File: src/rtl/bias_add_pkg.sv
// bias_add_pkg: shared fixed-point helpers, default-configuration widths and
// the skid entry shape used by the bias_add_stream slice.
package bias_add_pkg;

  // Default precisions, matching the bias_add_stream parameter defaults
  localparam int DEFAULT_DIN_W        = 16;
  localparam int DEFAULT_DIN_F        = 3;
  localparam int DEFAULT_BIAS_W       = 16;
  localparam int DEFAULT_BIAS_F       = 3;
  localparam int DEFAULT_DOUT_W       = 16;
  localparam int DEFAULT_PARALLELISM  = 1;

  // Arithmetic is carried in a wide signed container; every intermediate
  // (aligned operand, sum, shifted sum) must fit inside it
  localparam int CONTAINER_W = 64;
  typedef logic signed [CONTAINER_W-1:0] fixed_t;

  function automatic int maxInt(input int a, input int b);
    return (a > b) ? a : b;
  endfunction

  // Common fractional position both operands are aligned to
  function automatic int alignFracBits(input int aFrac, input int bFrac);
    return maxInt(aFrac, bFrac);
  endfunction

  // Sum width: widest integer part plus one guard bit, plus the common fraction
  function automatic int sumWidth(input int aW, input int aFrac,
                                  input int bW, input int bFrac);
    return maxInt(aW - aFrac, bW - bFrac) + 1 + alignFracBits(aFrac, bFrac);
  endfunction

  localparam int DEFAULT_ALIGN_F = alignFracBits(DEFAULT_DIN_F, DEFAULT_BIAS_F);
  localparam int DEFAULT_SUM_W   = sumWidth(DEFAULT_DIN_W, DEFAULT_DIN_F,
                                            DEFAULT_BIAS_W, DEFAULT_BIAS_F);

  // Move a value between fractional positions: left shifts zero-fill,
  // right shifts are arithmetic so they truncate toward minus infinity
  function automatic fixed_t shiftFrac(input fixed_t value, input int fromFrac,
                                       input int toFrac);
    if (toFrac >= fromFrac) begin
      return value <<< (toFrac - fromFrac);
    end
    return value >>> (fromFrac - toFrac);
  endfunction

  // Clamp to the signed range of 'width' bits when saturating; otherwise pass
  // the value through and let the caller keep the low bits (two's-complement wrap)
  function automatic fixed_t reduceWidth(input fixed_t value, input int width,
                                         input bit saturate);
    fixed_t hi;
    fixed_t lo;
    hi = (fixed_t'(1) <<< (width - 1)) - fixed_t'(1);
    lo = -hi - fixed_t'(1);
    if (saturate) begin
      if (value > hi) begin
        return hi;
      end
      if (value < lo) begin
        return lo;
      end
    end
    return value;
  endfunction

  // Skid entry for the default configuration: packed result lanes plus row-last flag
  typedef struct packed {
    logic [DEFAULT_PARALLELISM*DEFAULT_DOUT_W-1:0] data;
    logic                                          last;
  } skid_entry_t;

endpackage

File: src/rtl/bias_add_skid.sv
// bias_add_skid: two-entry (main + skid) register slice. The input ready is
// registered (it only depends on skid occupancy), so upstream sees no
// combinational path from the downstream ready.
module bias_add_skid #(
  parameter int WIDTH = 17
) (
  input  logic             clk,
  input  logic             rst,
  input  logic [WIDTH-1:0] i_data,
  input  logic             i_valid,
  output logic             o_ready,
  output logic [WIDTH-1:0] o_data,
  output logic             o_valid,
  input  logic             i_ready
);

  logic             r_mainValid;
  logic [WIDTH-1:0] r_mainData;
  logic             r_skidValid;
  logic [WIDTH-1:0] r_skidData;
  logic             w_push;

  assign o_ready = ~r_skidValid;
  assign w_push  = i_valid & ~r_skidValid;
  assign o_valid = r_mainValid;
  assign o_data  = r_mainData;

  // Main refills from skid first (ordering), else from the input; a push
  // arriving while main is stalled parks in skid
  always_ff @(posedge clk) begin
    if (rst) begin
      r_mainValid <= 1'b0;
      r_mainData  <= '0;
      r_skidValid <= 1'b0;
      r_skidData  <= '0;
    end else if (!r_mainValid || i_ready) begin
      if (r_skidValid) begin
        r_mainValid <= 1'b1;
        r_mainData  <= r_skidData;
        r_skidValid <= 1'b0;
      end else if (w_push) begin
        r_mainValid <= 1'b1;
        r_mainData  <= i_data;
      end else begin
        r_mainValid <= 1'b0;
      end
    end else if (w_push) begin
      r_skidValid <= 1'b1;
      r_skidData  <= i_data;
    end
  end

endmodule

File: src/rtl/bias_add_stream.sv
// bias_add_stream: joins the matmul result stream with the bias stream,
// aligns both to a common fixed-point format, adds, casts to the output
// precision and registers the result behind a skid buffer with a row-last tag.
// Optional feature macro: BIAS_ADD_SATURATE_EN (clamp instead of wrap on cast).
module bias_add_stream
  import bias_add_pkg::*;
#(
  parameter int DATA_IN_PRECISION_0  = 16,
  parameter int DATA_IN_PRECISION_1  = 3,
  parameter int BIAS_PRECISION_0     = 16,
  parameter int BIAS_PRECISION_1     = 3,
  parameter int DATA_OUT_PRECISION_0 = 16,
  parameter int DATA_OUT_PRECISION_1 = 3,
  parameter int TENSOR_SIZE_DIM_0    = 32,
  parameter int PARALLELISM          = 1,
  parameter int DEPTH                = TENSOR_SIZE_DIM_0 / PARALLELISM
) (
  input  logic                            clk,
  input  logic                            rst,
  input  logic [DATA_IN_PRECISION_0-1:0]  data_in [PARALLELISM],
  input  logic                            data_in_valid,
  output logic                            data_in_ready,
  input  logic [BIAS_PRECISION_0-1:0]     bias [PARALLELISM],
  input  logic                            bias_valid,
  output logic                            bias_ready,
  output logic [DATA_OUT_PRECISION_0-1:0] data_out [PARALLELISM],
  output logic                            data_out_valid,
  input  logic                            data_out_ready,
  output logic                            data_out_last
);

  localparam int ALIGN_F = alignFracBits(DATA_IN_PRECISION_1, BIAS_PRECISION_1);
  localparam int SUM_W   = sumWidth(DATA_IN_PRECISION_0, DATA_IN_PRECISION_1,
                                    BIAS_PRECISION_0, BIAS_PRECISION_1);
  localparam int COL_W   = $clog2(DEPTH) + 1;
  localparam int OUT_W   = DATA_OUT_PRECISION_0;

`ifdef BIAS_ADD_SATURATE_EN
  localparam bit SATURATE = 1'b1;
`else
  localparam bit SATURATE = 1'b0;
`endif

  typedef struct packed {
    logic [PARALLELISM*OUT_W-1:0] data;
    logic                         last;
  } entry_t;

  localparam int ENTRY_W = $bits(entry_t);

  logic                    w_skidReady;
  logic                    w_acc;
  logic                    w_fire;
  logic                    w_lastCol;
  logic [COL_W-1:0]        r_col;
  logic signed [SUM_W-1:0] w_sum [PARALLELISM];
  entry_t                  w_entryIn;
  entry_t                  w_entryOut;

  // Reset forces both readies low even if a skid entry was pending
  assign w_acc         = w_skidReady & ~rst;
  assign data_in_ready = bias_valid & w_acc;
  assign bias_ready    = data_in_valid & w_acc;
  assign w_fire        = data_in_valid & bias_valid & w_acc;
  assign w_lastCol     = (r_col == COL_W'(DEPTH - 1));

  // Align both operands to ALIGN_F fractional bits and add; SUM_W bits cannot overflow
  always_comb begin
    for (int i = 0; i < PARALLELISM; i++) begin
      w_sum[i] = SUM_W'(
        shiftFrac(fixed_t'(signed'(data_in[i])), DATA_IN_PRECISION_1, ALIGN_F) +
        shiftFrac(fixed_t'(signed'(bias[i])),    BIAS_PRECISION_1,    ALIGN_F));
    end
  end

  // Cast each lane to the output precision and pack it with the row-last flag
  always_comb begin
    w_entryIn = '0;
    for (int i = 0; i < PARALLELISM; i++) begin
      w_entryIn.data[i*OUT_W +: OUT_W] = OUT_W'(reduceWidth(
        shiftFrac(fixed_t'(w_sum[i]), ALIGN_F, DATA_OUT_PRECISION_1),
        OUT_W, SATURATE));
    end
    w_entryIn.last = w_lastCol;
  end

  // Column within the current row; advances only on a joined beat
  always_ff @(posedge clk) begin
    if (rst) begin
      r_col <= '0;
    end else if (w_fire) begin
      r_col <= w_lastCol ? '0 : r_col + COL_W'(1);
    end
  end

  bias_add_skid #(
    .WIDTH (ENTRY_W)
  ) u_skid (
    .clk     (clk),
    .rst     (rst),
    .i_data  (w_entryIn),
    .i_valid (data_in_valid & bias_valid),
    .o_ready (w_skidReady),
    .o_data  (w_entryOut),
    .o_valid (data_out_valid),
    .i_ready (data_out_ready)
  );

  // Unpack the registered entry onto the output lanes
  always_comb begin
    for (int i = 0; i < PARALLELISM; i++) begin
      data_out[i] = w_entryOut.data[i*OUT_W +: OUT_W];
    end
  end

  assign data_out_last = w_entryOut.last;

endmodule

File: config.mk
export PLATFORM = sky130hd
export DESIGN_NAME = bias_add_stream
export DESIGN_NICKNAME = d
export VERILOG_FILES = /design/src/rtl/bias_add_pkg.sv /design/src/rtl/bias_add_skid.sv /design/src/rtl/bias_add_stream.sv
export SDC_FILE = /design/constraint.sdc
export NUM_CORES = 1
export LEC_CHECK = 0
export ABC_CLOCK_PERIOD_IN_PS = 4300
export CORE_MARGIN = 2
export CORE_UTILIZATION = 35
export DETAILED_ROUTE_END_ITERATION = 12
export GPL_TIMING_DRIVEN = 0
export PLACE_DENSITY = 0.64
export SYNTH_ARGS = -nofsm -noshare
export SYNTH_HDL_FRONTEND = slang
export SYNTH_SLANG_ARGS = --single-unit
File: constraint.sdc
create_clock -name clk -period 4.3 [get_ports clk]
set_input_delay 1.075 -clock clk [delete_from_list [all_inputs] [get_ports clk]]
set_output_delay 1.075 -clock clk [all_outputs]
set_load 0.01 [all_outputs]
==> reports/metrics.cfg <==
[cts]
path_clk_slew_ns = 0.08
cts_tree = built
cts_inserted_buffers = 5
post_cts_resize_count = 0
cts.repair_timing.setup_buffer_count = 0
cts_sinks = 42
hold_fix_buffer_count_after_cts = 0
cts_root_buffer = sky130_fd_sc_hd__clkbuf_8
cts-htree-levels = 2
worstSkewPairLatency_ns = 0.30
max-clock-path-buffers = 2

[synthesis]
synth.ff_latch_count = 42
synth_flop_cell = sky130_fd_sc_hd__dfxtp_1
yosys_top_cell_by_area = sky130_fd_sc_hd__dfxtp_1
muxShareOfSynthArea_pct = 2.36
syn_nets = 371
synth_cell_types = 50
area_fraction_of_the_dominant_cell_type_after_synthesis_pct = 33.1
synth_compound_area_share_pct = 23.4
synth_xor_xnor_area_share_pct = 4.48
synthAdderAreaFrac_pct = 8.67
largest_cells_by_area_after_synthesis = sky130_fd_sc_hd__dfxtp_1 33%, sky130_fd_sc_hd__ha_1 7.9%, sky130_fd_sc_hd__a21oi_1 7.7%
ys_seq_area_share_pct = 33.1
synth.cell_area_mm2 = 0.00254
synthCells = 317
avgSynthCellArea_um2 = 8.02
synth_top_family_by_area = simple AND/OR/NAND/NOR gates
synth_async_sr_flop_share_pct = 0
synth_edf_count = 0
simple_logic_cell_fraction_of_the_synthesized_area_pct = 24.5
total_number_of_yosys_warnings = 0

[floorplan]
die_width_um = 89.2
design.die.area_mm2 = 0.00796
num_io_pins = 57
num_rows = 31
core-area_mm2 = 0.00714
vertical_die_dimension_um = 89.2
floorplan.initialDensity_pct = 35.6

[cells_and_area]
fillCellCount = 737
drive_above_1_share_pct = 6.04
num_antenna_cells = 0
finalCoreUtilization_pct = 46.7
multiInputGateArea_mm2 = 0.00161
area_growth_syn_to_layout_pct = 31.2
final-instance-count-excl-fill = 480
register_area_um2 = 841
nNetsFinal = 434
final_cell_area_mm2 = 0.00333

[global_routing]
number_of_antenna_violations_at_the_first_check_in_global_routing = 0
global_route_usage_over_all_layers_pct = 16.8
maximum_number_of_pins_on_one_net_before_global_route_repair = 14
globalRoute.totalOverflow = 0
first_pass_grt_wire_length_um = 10600
first_global_vias = 2262

[pwr]
power.leakage_nw = 1.27
power.density_cell_area_mw_per_mm2 = 297
vdd.ir_drop.worst_v = 0.000139

[run]
max_cap_viol_count = 0

[worst_hold_path]
hp-class = register to register

[sta]
timing_hold_violations_final = 0
final.hold.worst_slack_ns = 0.456
totalNegativeSetupSlack_ns = 0
final-setup-viol-count = 0
worstMarginPinSlew_ns = 0.541
fmaxAchievable_mhz = 278
finClkSkew_ns = 0.00350
timing.slew.headroom_pct = 63.9
period_needed_ns = 3.60
period_share_pct = 83.7
unrepaired_setup_endpoints_after_global_routing = false
slew_viol_final = 0

[placement]
placer_s_final_routability_congestion_estimate = 0.805
post-place-cells = 472
detailed_place.area_mm2 = 0.00323
hpwl_um = 4970
numPortBuffers = 56

[detailed_routing]
detailedRoute.firstPassIterationCount = 4
route.antenna.remaining_nets = 0
routed-via-count = 2457
avgViaCountPerCell = 5.12
detailedRoute.firstIterationViolations = 144
detail_route.drc_violations = 0
detail_route.wirelength_um = 6470
drt-wirelength-per-cell_um = 13.5

[setup_path]
critPathMaxFanout = 6
timing.critical_path.required_ns = 3.22
crit_arrival_ns = 2.52
cp-end-kind = output pin
cp-start-kind = input pin
criticalPathCategory = input pin to output pin

[status]
outcome = finished clean

==> layout make-up <==
class / count / share of cell area, %
Tap cell: 99 / 3.71
Inverter: 4 / 0.450
Timing Repair Buffer: 56 / 16.8
Buffer: 17 / 2.21
Clock inverter: 3 / 1.20
Multi-Input combinational cell: 254 / 48.3
Clock buffer: 5 / 2.06
Sequential cell: 42 / 25.2
==> critical path, cell delays in order <==
cell	delay [ns]
sky130_fd_sc_hd__clkdlybuf4s50_1	0.53
sky130_fd_sc_hd__nor2_1	0.24
sky130_fd_sc_hd__and2_1	0.15
sky130_fd_sc_hd__clkdlybuf4s50_1	0.53
==> cells in the final DEF (no fill, tap or decap), drive strengths merged, types with 9 or more instances in the layout <==
master / n
a211oi: 10
a21oi: 40
clkbuf: 17
clkdlybuf4s50: 56
dfxtp: 42
ha: 16
nand2: 45
nand3: 12
nor2: 24
nor3: 9
o21ai: 14
==> per-stage QoR <==
stage / total power, W / worst slack, ns
after floorplan: 0.000586 / 1.33
after global placement: 0.000688 / 0.676
after detailed placement: 0.000691 / 0.657
after CTS: 0.000996 / 0.664
after global routing: 0.00104 / 0.589
final: 0.000992 / 0.703
==> where the power goes <==
part,internal [W],switching [W],total [W]
clock,0.000171,0.000139,0.000310
combinational,0.000129,0.000139,0.000268
sequential,0.000405,0.00000899,0.000414
==> worst paths after layout <==
kind                            depth (start not counted)  slack (ns)                                end                               from
worst max-delay path                                    4        0.70                      data_in_ready                                rst
worst min register to register                          2        0.46  u_skid.r_skidData[1]$_SDFFE_PP0P_  u_skid.r_skidData[1]$_SDFFE_PP0P_
worst min-delay path                                    2        0.46  u_skid.r_skidData[1]$_SDFFE_PP0P_  u_skid.r_skidData[1]$_SDFFE_PP0P_
worst max register to register                          5        2.53  u_skid.r_skidData[2]$_SDFFE_PP0P_    u_skid.r_skidValid$_SDFFE_PP0P_
==> state kept, by name, indices dropped and copies added (netlist names) <==
signal and cells:
r_col 6, u_skid.r_skidData 17, u_skid.o_data 17, u_skid.o_valid 1, u_skid.r_skidValid 1
==> routing by layer <==
metal	up-vias	wire, um	GRT usage (%)
met3	6	320	2.40
met1	1125	3020	22.7
met5	-	0	0
met4	0	61	4.21
li1	1266	-	-
met2	60	3070	28.2
==> cell usage after synthesis (6+ instances only) <==
master                     number
sky130_fd_sc_hd__o21ai_0       11
sky130_fd_sc_hd__dfxtp_1       42
sky130_fd_sc_hd__nor2_1        23
sky130_fd_sc_hd__nor3_1         7
sky130_fd_sc_hd__nand3_1       12
sky130_fd_sc_hd__ha_1          16
sky130_fd_sc_hd__nand2_1       45
sky130_fd_sc_hd__or3_1          7
sky130_fd_sc_hd__mux2i_1        6
sky130_fd_sc_hd__a21oi_1       39
sky130_fd_sc_hd__clkbuf_1      12
sky130_fd_sc_hd__and3_1         8
sky130_fd_sc_hd__and2_1         6
sky130_fd_sc_hd__a21o_1         7
sky130_fd_sc_hd__xnor2_1        8
sky130_fd_sc_hd__a211oi_1      10
==> cells by family after synthesis <==
family / Yosys count
compound gates: 91
xor+xnor: 13
fa+ha+maj: 17
buf+inv: 21
flops: 42
mux: 6
simple gates: 127
(Power assumes the default switching activity.)
